## src/rtl/mux8_rr_arbiter_pkg.sv

```systemverilog
// Shared types and widths for the 8-requester round-robin mux arbiter.
// Holds the FSM state encoding and a one-hot decode helper.
package mux8_arb_pkg;

   localparam int N_REQ = 8;
   localparam int SEL_W = 3;

   typedef enum logic [1:0] {
      ARB_IDLE,
      ARB_GRANT,
      ARB_TURN
   } arb_state_t;

   function automatic logic [N_REQ-1:0] onehot8(input logic [SEL_W-1:0] idx);
      logic [N_REQ-1:0] v;
      v      = '0;
      v[idx] = 1'b1;
      return v;
   endfunction

endpackage

```

## src/rtl/rr_pick_8.sv

```systemverilog
// Rotating-priority encoder: first set request scanning ptr, ptr+1, ... mod 8.
// Purely combinational; o_found is low when no request is set.
module rr_pick_8
   import mux8_arb_pkg::*;
(
   input  logic [N_REQ-1:0] i_req,
   input  logic [SEL_W-1:0] i_ptr,
   output logic [SEL_W-1:0] o_idx,
   output logic             o_found
);

   logic [SEL_W-1:0] w_pos;

   // Scan farthest offset first so the nearest set bit to ptr wins last.
   always_comb begin
      o_idx   = i_ptr;
      o_found = 1'b0;
      w_pos   = i_ptr;
      for (int i = N_REQ - 1; i >= 0; i--) begin
         w_pos = i_ptr + SEL_W'(i);
         if (i_req[w_pos]) begin
            o_idx   = w_pos;
            o_found = 1'b1;
         end
      end
   end

endmodule

```

## src/rtl/mux8_rr_arbiter.sv

```systemverilog
// Round-robin owner of a shared 8:1 mux: grants one requester, holds while req stays high,
// forces release after MAX_HOLD cycles under contention, with one dead TURN cycle per handover.
module mux8_rr_arbiter
   import mux8_arb_pkg::*;
#(
   parameter int MAX_HOLD = 16
)
(
   input  logic             clk,
   input  logic             rst,
   input  logic             arb_en,
   input  logic [N_REQ-1:0] req,
   output logic [N_REQ-1:0] gnt,
   output logic [SEL_W-1:0] sel,
   output logic             mux_en,
   output logic             busy,
   output logic             preempt
);

   localparam int              CNT_W   = $clog2(MAX_HOLD + 1);
   localparam logic [CNT_W-1:0] CNT_MAX = CNT_W'(MAX_HOLD - 1);

   arb_state_t       r_state;
   logic [SEL_W-1:0] r_ptr;
   logic [SEL_W-1:0] r_sel;
   logic [CNT_W-1:0] r_hold_cnt;
   logic [N_REQ-1:0] r_gnt;
   logic             r_mux_en;
   logic             r_preempt;

   logic [SEL_W-1:0] w_pick_idx;
   logic             w_pick_found;
   logic             w_can_grant;
   logic             w_owner_req;
   logic             w_contend;
   logic             w_timeout;

   rr_pick_8 u_pick (
      .i_req   (req),
      .i_ptr   (r_ptr),
      .o_idx   (w_pick_idx),
      .o_found (w_pick_found)
   );

   assign w_can_grant = arb_en && w_pick_found;
   assign w_owner_req = req[r_sel];
   assign w_contend   = |(req & ~r_gnt);
   assign w_timeout   = (r_hold_cnt == CNT_MAX) && w_contend;

   always_ff @(posedge clk or posedge rst) begin
      if (rst) begin
         r_state    <= ARB_IDLE;
         r_ptr      <= '0;
         r_sel      <= '0;
         r_hold_cnt <= '0;
         r_gnt      <= '0;
         r_mux_en   <= 1'b0;
         r_preempt  <= 1'b0;
      end else begin
         r_preempt <= 1'b0;
         case (r_state)
            ARB_IDLE, ARB_TURN: begin
               if (w_can_grant) begin
                  r_state    <= ARB_GRANT;
                  r_gnt      <= onehot8(w_pick_idx);
                  r_sel      <= w_pick_idx;
                  r_mux_en   <= 1'b1;
                  r_hold_cnt <= '0;
               end else begin
                  r_state <= ARB_IDLE;
               end
            end
            ARB_GRANT: begin
               if (r_hold_cnt != CNT_MAX)
                  r_hold_cnt <= r_hold_cnt + CNT_W'(1);
               // A release with the owner still requesting can only be a timeout.
               if (!w_owner_req || w_timeout) begin
                  r_state   <= ARB_TURN;
                  r_gnt     <= '0;
                  r_mux_en  <= 1'b0;
                  r_ptr     <= r_sel + SEL_W'(1);
                  r_preempt <= w_owner_req;
               end
            end
            default: r_state <= ARB_IDLE;
         endcase
      end
   end

   assign gnt     = r_gnt;
   assign sel     = r_sel;
   assign mux_en  = r_mux_en;
   assign busy    = (r_state != ARB_IDLE);
   assign preempt = r_preempt;

endmodule

```

## config.mk

```make
export PLATFORM = sky130hd
export DESIGN_NAME = mux8_rr_arbiter
export DESIGN_NICKNAME = d
export VERILOG_FILES = /design/src/rtl/mux8_rr_arbiter_pkg.sv /design/src/rtl/rr_pick_8.sv /design/src/rtl/mux8_rr_arbiter.sv
export SDC_FILE = /design/constraint.sdc
export NUM_CORES = 1
export LEC_CHECK = 0
export BUFFER_PORTS_ARGS = -buffer_cell sky130_fd_sc_hd__buf_2
export CAP_MARGIN = 10
export CORE_ASPECT_RATIO = 1.75
export CORE_MARGIN = 3
export CORE_UTILIZATION = 49
export CTS_BUF_LIST = sky130_fd_sc_hd__clkbuf_2 sky130_fd_sc_hd__clkbuf_4 sky130_fd_sc_hd__clkbuf_8
export CTS_CLUSTER_DIAMETER = 100
export DETAILED_ROUTE_END_ITERATION = 8
export PLACE_DENSITY = 0.69
export SYNTH_ARGS = -nofsm -noshare
export SYNTH_HDL_FRONTEND = slang
export SYNTH_SLANG_ARGS = --single-unit
```

## constraint.sdc

```tcl
create_clock -name clk -period 9.65 [get_ports clk]
set_clock_uncertainty 0.1 [all_clocks]
set_input_delay 1.93 -clock clk [delete_from_list [all_inputs] [get_ports clk]]
set_output_delay 1.93 -clock clk [all_outputs]
set_load 0.02 [all_outputs]
```

* Word level (Yosys, flattened, before mapping)
Cells that the tools add are included.
** Operators by class
- $add $sub $neg :: 9
- Multipliers :: 0
- Div/mod/pow operators :: 0
- $lt $le $gt $ge :: 11
- Eq/ne operators :: 7
- Shift-type cells :: 0
- Multiplexer cells :: 50
- Bitwise gates (word level) :: 2
- Reduce and logical (&&, ||, !) cells :: 14
** Operators with widths (number)
- $lt A3 B4 Y1 const B :: 10
- $bmux W1 S3 :: 9
- $mux W3 :: 8
- $mux W1 :: 23
- $mux W8 :: 2
- $pmux W8 S2 :: 1
- $add A3 B3 Y3 const B :: 4
- $mux W5 :: 2
- $pmux W5 S2 :: 1
- $and A8 B8 Y8 :: 1
- $not A8 Y8 :: 1
- $reduce_or A8 Y1 :: 1
- $add A3 B1 Y3 const B :: 2
- $add A3 B2 Y3 const B :: 2
- $ne A2 B2 Y1 const B :: 3
- $reduce_and A3 Y1 :: 2
- $add A5 B1 Y5 const B :: 1
- $eq A5 B4 Y1 const B :: 1
- $ne A5 B4 Y1 const B :: 1
- $pmux W2 S2 :: 1
- $reduce_and A2 Y1 :: 2
- $reduce_bool A2 Y1 :: 2
- $demux W1 S3 :: 1
- $ge A3 B1 Y1 const B :: 1
- other kinds (9) :: 11
** Storage, ports and cells
- Bits in registers :: 23
- Bits in latches :: 0
- RAM bits :: 0
- ROM bits :: 0
- Output and inout port bits :: 14
- Memories :: 0

* Logic depth before layout (Yosys ltp)
Gate-level depths: netlist (run 1).
- Depth in word-level cells :: 17
- Depth in mapped cells :: 12
- Gate-level depth less buffers :: 8

* Modules after synthesis
Synthesis (run 1) repeated with hierarchy kept, for this count alone.
** Second synthesis, totals
- Cells, all modules :: 219
- Area total of the unflattened synthesis :: 2057.0 um2
** Modules (own cells, without submodules)
- mux8_rr_arbiter :: times used 1, cells an instance 117, area each 1166.1 um2
- rr_pick_8 :: times used 1, cells an instance 102, area each 890.9 um2

* Worst setup path after synthesis (run 1)
OpenSTA, ideal clock, no wires.
- Kind :: input to register
- Start :: in req[7]
- End :: reg r_gnt[6], in the netlist gnt[6]
- Data arrival time :: 3.708 ns
- Setup slack :: 5.703 ns
- Stages on the path :: 6
- Path buffers :: 0
- Cells stage by stage :: mux4_1 mux2_4 or3_4 o311ai_4 nand3b_1 o31ai_1
** On the way
- Cells in the longest elaborated chain, start to end :: 16
** Ends and longest elaborated chain
- start, declared :: RTL line mux8_rr_arbiter.sv:12 : input logic [N_REQ-1:0] req,
- $bmux W1 S3 :: RTL line rr_pick_8.sv:21 : if (i_req[w_pos]) begin
- $mux W1 (implied by the code) :: RTL line rr_pick_8.sv:21
- $mux W3 (8 in a row) :: RTL line rr_pick_8.sv:21
- $lt A3 B4 Y1 (implied by the code) / $ge A3 B1 Y1 (equally long branches) :: RTL line mux8_rr_arbiter_pkg.sv:17 : v[idx] = 1'b1;
- $logic_and A1 B1 Y1 (implied by the code) :: RTL line mux8_rr_arbiter_pkg.sv:17
- $mux W1 (implied by the code) :: RTL line mux8_rr_arbiter_pkg.sv:17
- $demux W1 S3 :: RTL line mux8_rr_arbiter_pkg.sv:17
- $mux W8 :: RTL line mux8_rr_arbiter.sv:63 : if (w_can_grant) begin
- $pmux W8 S2 :: RTL line mux8_rr_arbiter.sv:61 : case (r_state)
- end signal, assigned :: RTL line mux8_rr_arbiter.sv:65 : r_gnt <= onehot8(w_pick_idx);
- end, declared :: RTL line mux8_rr_arbiter.sv:27 : logic [N_REQ-1:0] r_gnt;
Parallel ways exist; a longest one is shown, timed or not. The select of a mux whose other input is x is not followed.
A chain may end at the register's enable or synchronous reset.

* Final worst setup path (run 1)
- Start :: in req[4]
- End :: reg r_gnt[7], in the netlist gnt[7]
Same word-level chain as after synthesis.

==> results.toml, run 1 <==
[status]
status = "complete, no violations"

[synth]
synth-async-reset-ratio_pct = 100
synth_top_area_cell = "dfrtp_1"
synth_edf_count = 0
synthDistinctLibCells = 48
post_synth.cell_area_avg_um2 = 10.2
syn_area_mm2 = 0.00204
yosysSeqAreaShare_pct = 28.2
ys_warn_count = 0
synth_fp_nets = 216
synth-main-ff-cell = "dfrtp_1"
synth_cells = 200
synthTopCellsByArea = "dfrtp_1, mux4_2, mux2_2"
ys_ff_latch = 23
synth_top_area_share_pct = 28.2

[clock_network]
cts_resized = 0
insertion_delay_ns = 0.26
cts_made_buffers = 3
post_cts_buffers = 0
clk_pin_slew_ns = 0.08
cts_sinks = 23
cts_root_buf = "clkbuf_8"
cts_tree = "built"
cts_max_level = 1
cts_buffer_depth = 2
cts_hold_buf = 0

[global_route]
grt_use_met2_pct = 40.8
busiest_layer = "met2"
met3_usage_pct = 4.43
grt_usage_pct = 23.9
grt_pass1_vias = 1803
grt_remaining_overflow = 0
met1_usage_pct = 26.9
grt_pass1_wl_mm = 8.88
grt_antenna_before_repair = 0
grt_max_degree = 24

[layout]
multi_input_area_mm2 = 0.00133
regArea_um2 = 576
finalNonFillerCells = 268
diodes = 0
final_nets = 237
num-fill-cells = 381
post_route_cells_drive_above_1_share_pct = 26.8
area_growth_pct = 8.71

[sta]
relSlewSlack_pct = 28.8
setup_viol = 0
max_freq_mhz = 224
tightest_slew_ns = 1.06
setup_ws_ns = 5.19
rsz0062_at_grt = "false"
tns_ns = 0
holdWs_ns = 0.385
fin_crit_ns = 4.46
slew_violations = 0
hold_viol_final = 0
period_share_pct = 46.2

[routing]
wl_mm = 5.36
first_pass_iters = 4
via_per_inst = 6.59
wl_per_cell_um = 20.0
drt_iter0_drc = 54
drtAntennaViolNets = 0
drc = 0
vias = 1767

[job]
drv_cap = 0

[worst_setup_path]
end_kind = "register"
arrival_ns = 4.48
path_max_fanout = 22
path_cells = "buf_2 -> mux4_1 -> mux2i_1 -> nand4_1 -> o311ai_4 -> nand3b_1 -> o31ai_1"
critPathSlowestCell = "o311ai_4"
start_kind = "primary input"
crit_type = "in2reg"
slowest_delay_ns = 0.78
worst_ep_required_time_ns = 9.67

[pwr]
pwr-share-clk_pct = 6.9
p_comb_share_pct = 74.3
p_leak_uw = 0.000994
peakVddDrop_mv = 0.209
swShare_pct = 51.9
switchingPower_uw = 458
powerDensity_mw_per_mm2 = 398
p_int_uw = 424
seqPwrFrac_pct = 18.8

[die]
initial_core_util_pct = 51.7
die_w_um = 54.8
dieArea_mm2 = 0.00500
rows = 30
core_area_mm2 = 0.00394
die_y_um = 91.3
ios = 25

[place]
hpwlAfterDp_mm = 4.14
pre_cts_ws_ns = 4.94
dp.cells = 264
place_congestion = 0.913
port_buffers = 24

[hold_path]
min_path_type = "reg2reg"
-- cell families (layout without fill, tap and decap cells) --
family	after synthesis	count (layout)	share of synthesized area, %
multiplexers	32	32	27.4
buffers and inverters	29	49	6.75
flip-flops	23	23	28.2
XOR/XNOR	6	6	2.58
adder cells (fa/ha/maj)	5	5	3.07
AND/OR/NAND/NOR	55	55	13.5
AO/OA/AOI/OAI	50	50	18.5
-- synth_stat cells, types with 3 or more instances --
cell and n:
and3_1 3, and2_1 3, dfrtp_1 23, mux4_2 13, mux4_1 3, nor2_1 3, a21oi_1 8, inv_1 19
buf_6 3, o22ai_1 5, mux2i_1 6, o21ai_1 4, xnor2_1 4, clkbuf_1 3, ha_1 5, nor3_1 3
nand3_1 15, o21ai_0 7, mux2_2 8, o31ai_1 9, nand2_1 18, nand4_1 3
-- per-stage QoR --
step | total power [uW] | area [um^2] | utilization (%)
after global placement | 804 | 2170 | 55.0
after global routing | 950 | 2220 | 56.3
after floorplan | 675 | 2040 | -
after CTS | 877 | 2220 | 56.3
after detailed placement | 815 | 2170 | 55.0
final | 882 | 2220 | 56.3
-- state kept, by name, indices dropped and copies added, names as in the netlist --
register / flops
preempt: 1
r_ptr: 3
sel: 3
r_hold_cnt: 5
gnt: 8
mux_en: 1
r_state: 2
-- critical path, delay by kind of cell --
family / cells / cell delay, ns
compound gates: 2 / 0.88
mux: 2 / 0.97
buf+inv: 1 / 0.15
simple gates: 2 / 0.53
-- worst paths after layout --
kind                       startpoint          to  slack (ns)  cells past startpoint
min reg2reg                    mux_en      mux_en        0.39                      2
min                            mux_en      mux_en        0.39                      2
max in group asynchronous         rst      gnt[5]        7.17                      2
max                            req[4]      gnt[7]        5.19                      7
min in group asynchronous         rst  r_state[1]        1.74                      2
max reg2reg                  r_ptr[1]      gnt[7]        6.17                      8
-- layout make-up --
class                      count  share of cell area, %
tap                           48                   2.71
inverter                      19                   3.22
clock buffer                   4                   2.20
timing repair buffer          26                   6.09
sequential                    23                   26.0
multi-input combinational    148                   59.8
-- cells in the final DEF (no fill, tap or decap), types with 2 or more instances in the layout --
| cell | Yosys | routed |
|---|---|---|
| a21o_1 | 2 | 2 |
| a21oi_1 | 8 | 8 |
| a221o_1 | 2 | 2 |
| and2_1 | 3 | 3 |
| and3_1 | 3 | 3 |
| buf_2 | 2 | 24 |
| buf_4 | 1 | 2 |
| clkbuf_8 | 0 | 3 |
| dfrtp_1 | 23 | 23 |
| ha_1 | 5 | 5 |
| inv_1 | 19 | 19 |
| mux2_2 | 8 | 8 |
| mux2i_1 | 6 | 6 |
| mux4_1 | 3 | 3 |
| mux4_2 | 13 | 13 |
| nand2_1 | 18 | 18 |
| nand3_1 | 15 | 15 |
| nand4_1 | 3 | 3 |
| nor2_1 | 3 | 3 |
| nor3_1 | 3 | 3 |
| o21ai_0 | 7 | 7 |
| o21ai_1 | 4 | 4 |
| o22ai_1 | 5 | 5 |
| o31ai_1 | 9 | 9 |
| o41a_1 | 2 | 2 |
| or2_2 | 2 | 2 |
| xnor2_1 | 4 | 4 |
| xor2_1 | 2 | 2 |
-- routing by layer --
metal / vias to the layer above / part of all wire (%)
li1: 812 / -
met1: 869 / 36
met2: 68 / 55
met3: 18 / 4.4
met4: 0 / 4.6
met5: - / 0
-- power groups by stage --
| stage | clock network [uW] | registers, uW | logic (uW) |
|---|---|---|---|
| after floorplan | 0 | 169 | 506 |
| after global placement | 0 | 167 | 636 |
| after detailed placement | 0 | 168 | 647 |
| after CTS | 62.1 | 166 | 649 |
| after global routing | 67.1 | 172 | 711 |
| final | 61.1 | 166 | 655 |
Note: power is estimated with default switching activity, not from simulation.
==> run 2: changes to the inputs <==
--- a/config.mk
+++ b/config.mk
@@ -5,6 +5,7 @@
 export SDC_FILE = /design/constraint.sdc
 export NUM_CORES = 1
 export LEC_CHECK = 0
+export ABC_AREA = 1
 export BUFFER_PORTS_ARGS = -buffer_cell sky130_fd_sc_hd__buf_2
 export CAP_MARGIN = 10
 export CORE_ASPECT_RATIO = 1.75
@@ -13,7 +14,7 @@
 export CTS_BUF_LIST = sky130_fd_sc_hd__clkbuf_2 sky130_fd_sc_hd__clkbuf_4 sky130_fd_sc_hd__clkbuf_8
 export CTS_CLUSTER_DIAMETER = 100
 export DETAILED_ROUTE_END_ITERATION = 8
-export PLACE_DENSITY = 0.69
+export PLACE_DENSITY = 0.7
 export SYNTH_ARGS = -nofsm -noshare
 export SYNTH_HDL_FRONTEND = slang
 export SYNTH_SLANG_ARGS = --single-unit
==> constraint.sdc (replaced) <==
create_clock -name clk -period 4.3 [get_ports clk]
set_clock_uncertainty 0.1 [all_clocks]
set_input_delay 0.86 -clock clk [delete_from_list [all_inputs] [get_ports clk]]
set_output_delay 0.86 -clock clk [all_outputs]
set_load 0.02 [all_outputs]
==> results.toml, run 2 <==
[status]
status = "complete, no violations"

[global_route]
grt_usage_pct = 24.4
grt_max_degree = 24
grt_antenna_before_repair = 0
grt_pass1_vias = 1807
grt_remaining_overflow = 0
grt_pass1_wl_mm = 8.07

[synth]
synth_top_area_cell = "dfrtp_1"
synth_edf_count = 0
synth-main-ff-cell = "dfrtp_1"
synth_fp_nets = 284
synthTopCellsByArea = "dfrtp_1, nand2_1, nand3_1"
synthTopCellsByCount = "nand2_1, nand3_1, inv_1"
synth_cells = 268
synth_most_common_cell = "nand2_1"
syn_area_mm2 = 0.00177
synth_top_area_share_pct = 32.5
ys_ff_latch = 23
ys_warn_count = 0
yosysSeqAreaShare_pct = 32.5
synth-async-reset-ratio_pct = 100
synthDistinctLibCells = 28
post_synth.cell_area_avg_um2 = 6.61

[sta]
tns_ns = 0
max_freq_mhz = 349
tightest_slew_ns = 0.854
slew_violations = 0
hold_viol_final = 0
relSlewSlack_pct = 43.0
holdWs_ns = 0.409
setup_viol = 0
fin_crit_ns = 2.86
period_share_pct = 66.6
rsz0062_at_grt = "false"

[layout]
num-fill-cells = 387
final_nets = 309
largest_reg_flops = 8
final_cell_mix = "nand2_1, nand3_1, inv_1"
finalNonFillerCells = 337
regArea_um2 = 576
final_common_cell = "nand2_1"
area_growth_pct = 10.6
final_area_mm2 = 0.00196
post_route_cells_drive_above_1_share_pct = 16.4
multi_input_area_mm2 = 0.00100
diodes = 0

[clock_network]
cts_buffer_depth = 2
cts_max_level = 1
cts_root_buf = "clkbuf_8"
post_cts_buffers = 0
clk_pin_slew_ns = 0.08
cts_tree = "built"
cts_hold_buf = 0
cts_made_buffers = 3
insertion_delay_ns = 0.27
cts_resized = 0
cts_sinks = 23

[die]
dieArea_mm2 = 0.00440
rows = 28
initial_core_util_pct = 51.6
core_area_mm2 = 0.00343
ios = 25
die_w_um = 51.4
die_y_um = 85.5

[place]
place_area_mm2 = 0.00191
place_congestion = 0.997
port_buffers = 24
dp.cells = 333
hpwlAfterDp_mm = 3.98

[routing]
first_pass_iters = 4
drtAntennaViolNets = 0
drc = 0
wl_per_cell_um = 14.4
via_per_inst = 5.28
drt_iter0_drc = 60
vias = 1781
wl_mm = 4.84

[worst_setup_path]
critPathLaunch = "r_ptr[0]"
start_kind = "register"
worst_ep_required_time_ns = 4.41
critPathSlowestCell = "dfrtp_1"
cp_common_cell = "nand2_1"
r2r_start = "r_ptr[0]"
slowest_delay_ns = 0.58
regToRegEndpoint = "gnt[7]"
end_kind = "register"
crit_end = "gnt[7]"
path_max_fanout = 12
path_cells = "inv_2 -> ha_1 -> inv_1 -> nand3_1 -> nand3_1 -> nand2_1 -> inv_1 -> nand2_1 -> nand2_1 -> nand2_1 -> nand2_1 -> nand2_1 -> nand2_1 -> nand2_1 -> a21oi_2 -> nand3_1 -> nand2_1"
reg2regPathDepth = 17
crit_type = "reg2reg"
r2r_slack_ns = 1.44
arrival_ns = 2.98

[job]
drv_cap = 0

[hold_path]
min_path_type = "reg2reg"
run 2: area by class of cell:
cell class | count | area share (%)
Sequential cell | 23 | 29.4
Tap cell | 45 | 2.88
Multi-Input combinational cell | 201 | 51.3
Inverter | 40 | 7.80
Timing Repair Buffer | 24 | 6.13
Clock buffer | 3 | 2.11
Clock inverter | 1 | 0.383
run 2: metrics by stage:
stage | setup slack (ns) | utilization [%]
after floorplan | 2.07 | -
after global placement | 1.52 | 55.6
after detailed placement | 1.51 | 55.6
after CTS | 1.48 | 57.0
after global routing | 1.17 | 57.0
final | 1.44 | 57.0
run 2: worst min-delay path by stage:
stage | start | endpoint | slack (ns) | cells after the start
global route | mux_en | mux_en | 0.43 | 2
CTS | gnt[1] | gnt[1] | 0.42 | 2
global placement | gnt[3] | gnt[3] | 0.40 | 2
detailed placement | mux_en | mux_en | 0.39 | 2
finish | mux_en | mux_en | 0.41 | 2
floorplan | r_hold_cnt[1] | r_hold_cnt[1] | 0.40 | 2
run 2: routing by layer:
layer  global-route usage (%)  part of all wire (%)  vias up  routed length, um
met5                        0                     0        -                  0
met4                     16.9                   6.0        0                290
met3                     1.74                   2.6       21                126
met2                     46.1                    55       54               2650
met1                     23.6                    37      802               1780
li1                         -                     -      904                  -
run 2: logic make-up after synthesis:
group                      count (synthesis)  share of synthesized area [%]
and+or+nand+nor                          162                           41.2
buffers and inverters                     44                           10.7
DFF                                       23                           32.5
xor gates and xnor gates                   6                           3.39
AOI/OAI and AO/OA                         28                           8.62
adders and majority gates                  5                           3.53
run 2: worst max-delay path: cells and delay by family (launching register included):
kind,cells,cell delay [ns]
AND/OR/NAND/NOR,12,1.00
adder cells (fa/ha/maj),1,0.40
AO/OA/AOI/OAI,1,0.30
buffers and inverters,3,0.44
flip-flops,1,0.58
Power of run 2 is left out: the tool's default activity adds up to more than one toggle a clock period on the data nets, which glitch-free logic cannot reach.
==> run 3: changes to the inputs <==
==> constraint.sdc (replaced) <==
create_clock -name clk -period 2.8 [get_ports clk]
set_clock_uncertainty 0.1 [all_clocks]
set_input_delay 0.56 -clock clk [delete_from_list [all_inputs] [get_ports clk]]
set_output_delay 0.56 -clock clk [all_outputs]
set_load 0.02 [all_outputs]
==> results.toml, run 3 (same netlist as run 2, synthesis figures left out) <==
[die]
dieArea_mm2 = 0.00440
initial_core_util_pct = 51.6
rows = 28
die_w_um = 51.4
ios = 25
core_area_mm2 = 0.00343
die_y_um = 85.5

[layout]
final_cell_mix = "nand2_1, nand3_1, inv_1"
area_growth_pct = 12.3
final_nets = 313
diodes = 0
largest_reg_flops = 8
num-fill-cells = 382
final_common_cell = "nand2_1"
post_route_cells_drive_above_1_share_pct = 17.9

[global_route]
grt_usage_pct = 24.4
grt_remaining_overflow = 0
grt_max_degree = 24
grt_pass1_vias = 1848
grt_pass1_wl_mm = 8.14
grt_antenna_before_repair = 0

[sta]
setup_ws_ns = 0.314
rsz0062_at_grt = "false"
fin_crit_ns = 2.49
slew_violations = 0
setup_viol = 0
period_share_pct = 88.8
relSlewSlack_pct = 41.8
hold_viol_final = 0
max_freq_mhz = 402
tns_ns = 0
tightest_slew_ns = 0.871

[routing]
drtAntennaViolNets = 0
first_pass_iters = 5
drc = 0
via_per_inst = 5.35
vias = 1826
wl_mm = 4.82
wl_per_cell_um = 14.1
drt_iter0_drc = 52

[worst_setup_path]
slowest_delay_ns = 0.39
path_max_fanout = 9
arrival_ns = 2.60
crit_type = "reg2reg"
critPathSlowestCell = "dfrtp_1"
end_kind = "register"
path_cells = "inv_4 -> ha_1 -> inv_2 -> nand3_1 -> nand3_1 -> nand2_1 -> inv_1 -> nand2_1 -> nand3b_1 -> nand3_2 -> a21oi_2 -> nand3_1 -> nand2_1"
start_kind = "register"
worst_ep_required_time_ns = 2.91

[place]
place_congestion = 0.930
hpwlAfterDp_mm = 3.93
port_buffers = 24
pre_cts_ws_ns = 0.292

[clock_network]
post_cts_buffers = 0
cts_root_buf = "clkbuf_8"
cts_tree = "built"
cts_max_level = 1
clk_pin_slew_ns = 0.08
cts_buffer_depth = 2
cts_resized = 0
insertion_delay_ns = 0.27
cts_sinks = 23
cts_hold_buf = 0
cts_made_buffers = 3

[hold_path]
min_path_type = "in2async"

[job]
drv_cap = 0

[status]
status = "complete, no violations"
[run 3: cell count changes in the layout (fill, tap and decap cells not counted)]
cell        change
buf_4           +4
clkbuf_4        +1
clkinvlp_4      -1
inv_1           -1
inv_2           +1
[run 3: worst paths after layout]
check,from,end,slack (ns),depth (start not counted)
setup reg to reg,r_ptr[1],gnt[3],0.31,13
hold / removal,rst,gnt[5],0.36,2
hold reg to reg,mux_en,mux_en,0.39,2
max in group asynchronous,rst,r_hold_cnt[0],1.70,2
min in group clk,mux_en,mux_en,0.39,2
setup / recovery,r_ptr[1],gnt[3],0.31,13
[run 3: critical path: cells and delay by family, from the launching register on]
kind | cells | cell delay, ns
compound gates | 1 | 0.30
simple gates | 8 | 1.00
flops | 1 | 0.39
fa+ha+maj | 1 | 0.39
buf+inv | 3 | 0.25
[run 3: layout make-up]
| class | instances | area (um^2) | share of cell area [%] |
|---|---|---|---|
| Timing Repair Buffer | 28 | 150 | 7.55 |
| Sequential cell | 23 | 576 | 28.9 |
| Clock buffer | 4 | 48.8 | 2.45 |
| Multi-Input combinational cell | 201 | 1000 | 50.5 |
| Inverter | 40 | 153 | 7.68 |
| Tap cell | 45 | 56.3 | 2.83 |
[run 3: metal layers]
| layer | share of wire, % | track usage (%) | vias up |
|---|---|---|---|
| li1 | - | - | 911 |
| met1 | 37 | 24.3 | 816 |
| met2 | 54 | 45.5 | 78 |
| met3 | 3.7 | 2.43 | 21 |
| met4 | 5.6 | 16.0 | 0 |
| met5 | 0 | 0 | - |
[run 3: per-stage QoR]
| stage | hold slack, ns | cells | util [%] | area (um^2) |
|---|---|---|---|---|
| 3_5_place_dp | 0.375 | 337 | 56.5 | 1940 |
| 3_3_place_gp | 0.370 | 337 | 56.5 | 1940 |
| 2_1_floorplan | 0.400 | 268 | - | 1770 |
| 5_1_grt | 0.424 | 341 | 57.9 | 1990 |
| 6_report | 0.360 | 341 | 57.9 | 1990 |
| 4_1_cts | 0.395 | 341 | 57.9 | 1990 |
Power of run 3 is left out for the same reason.
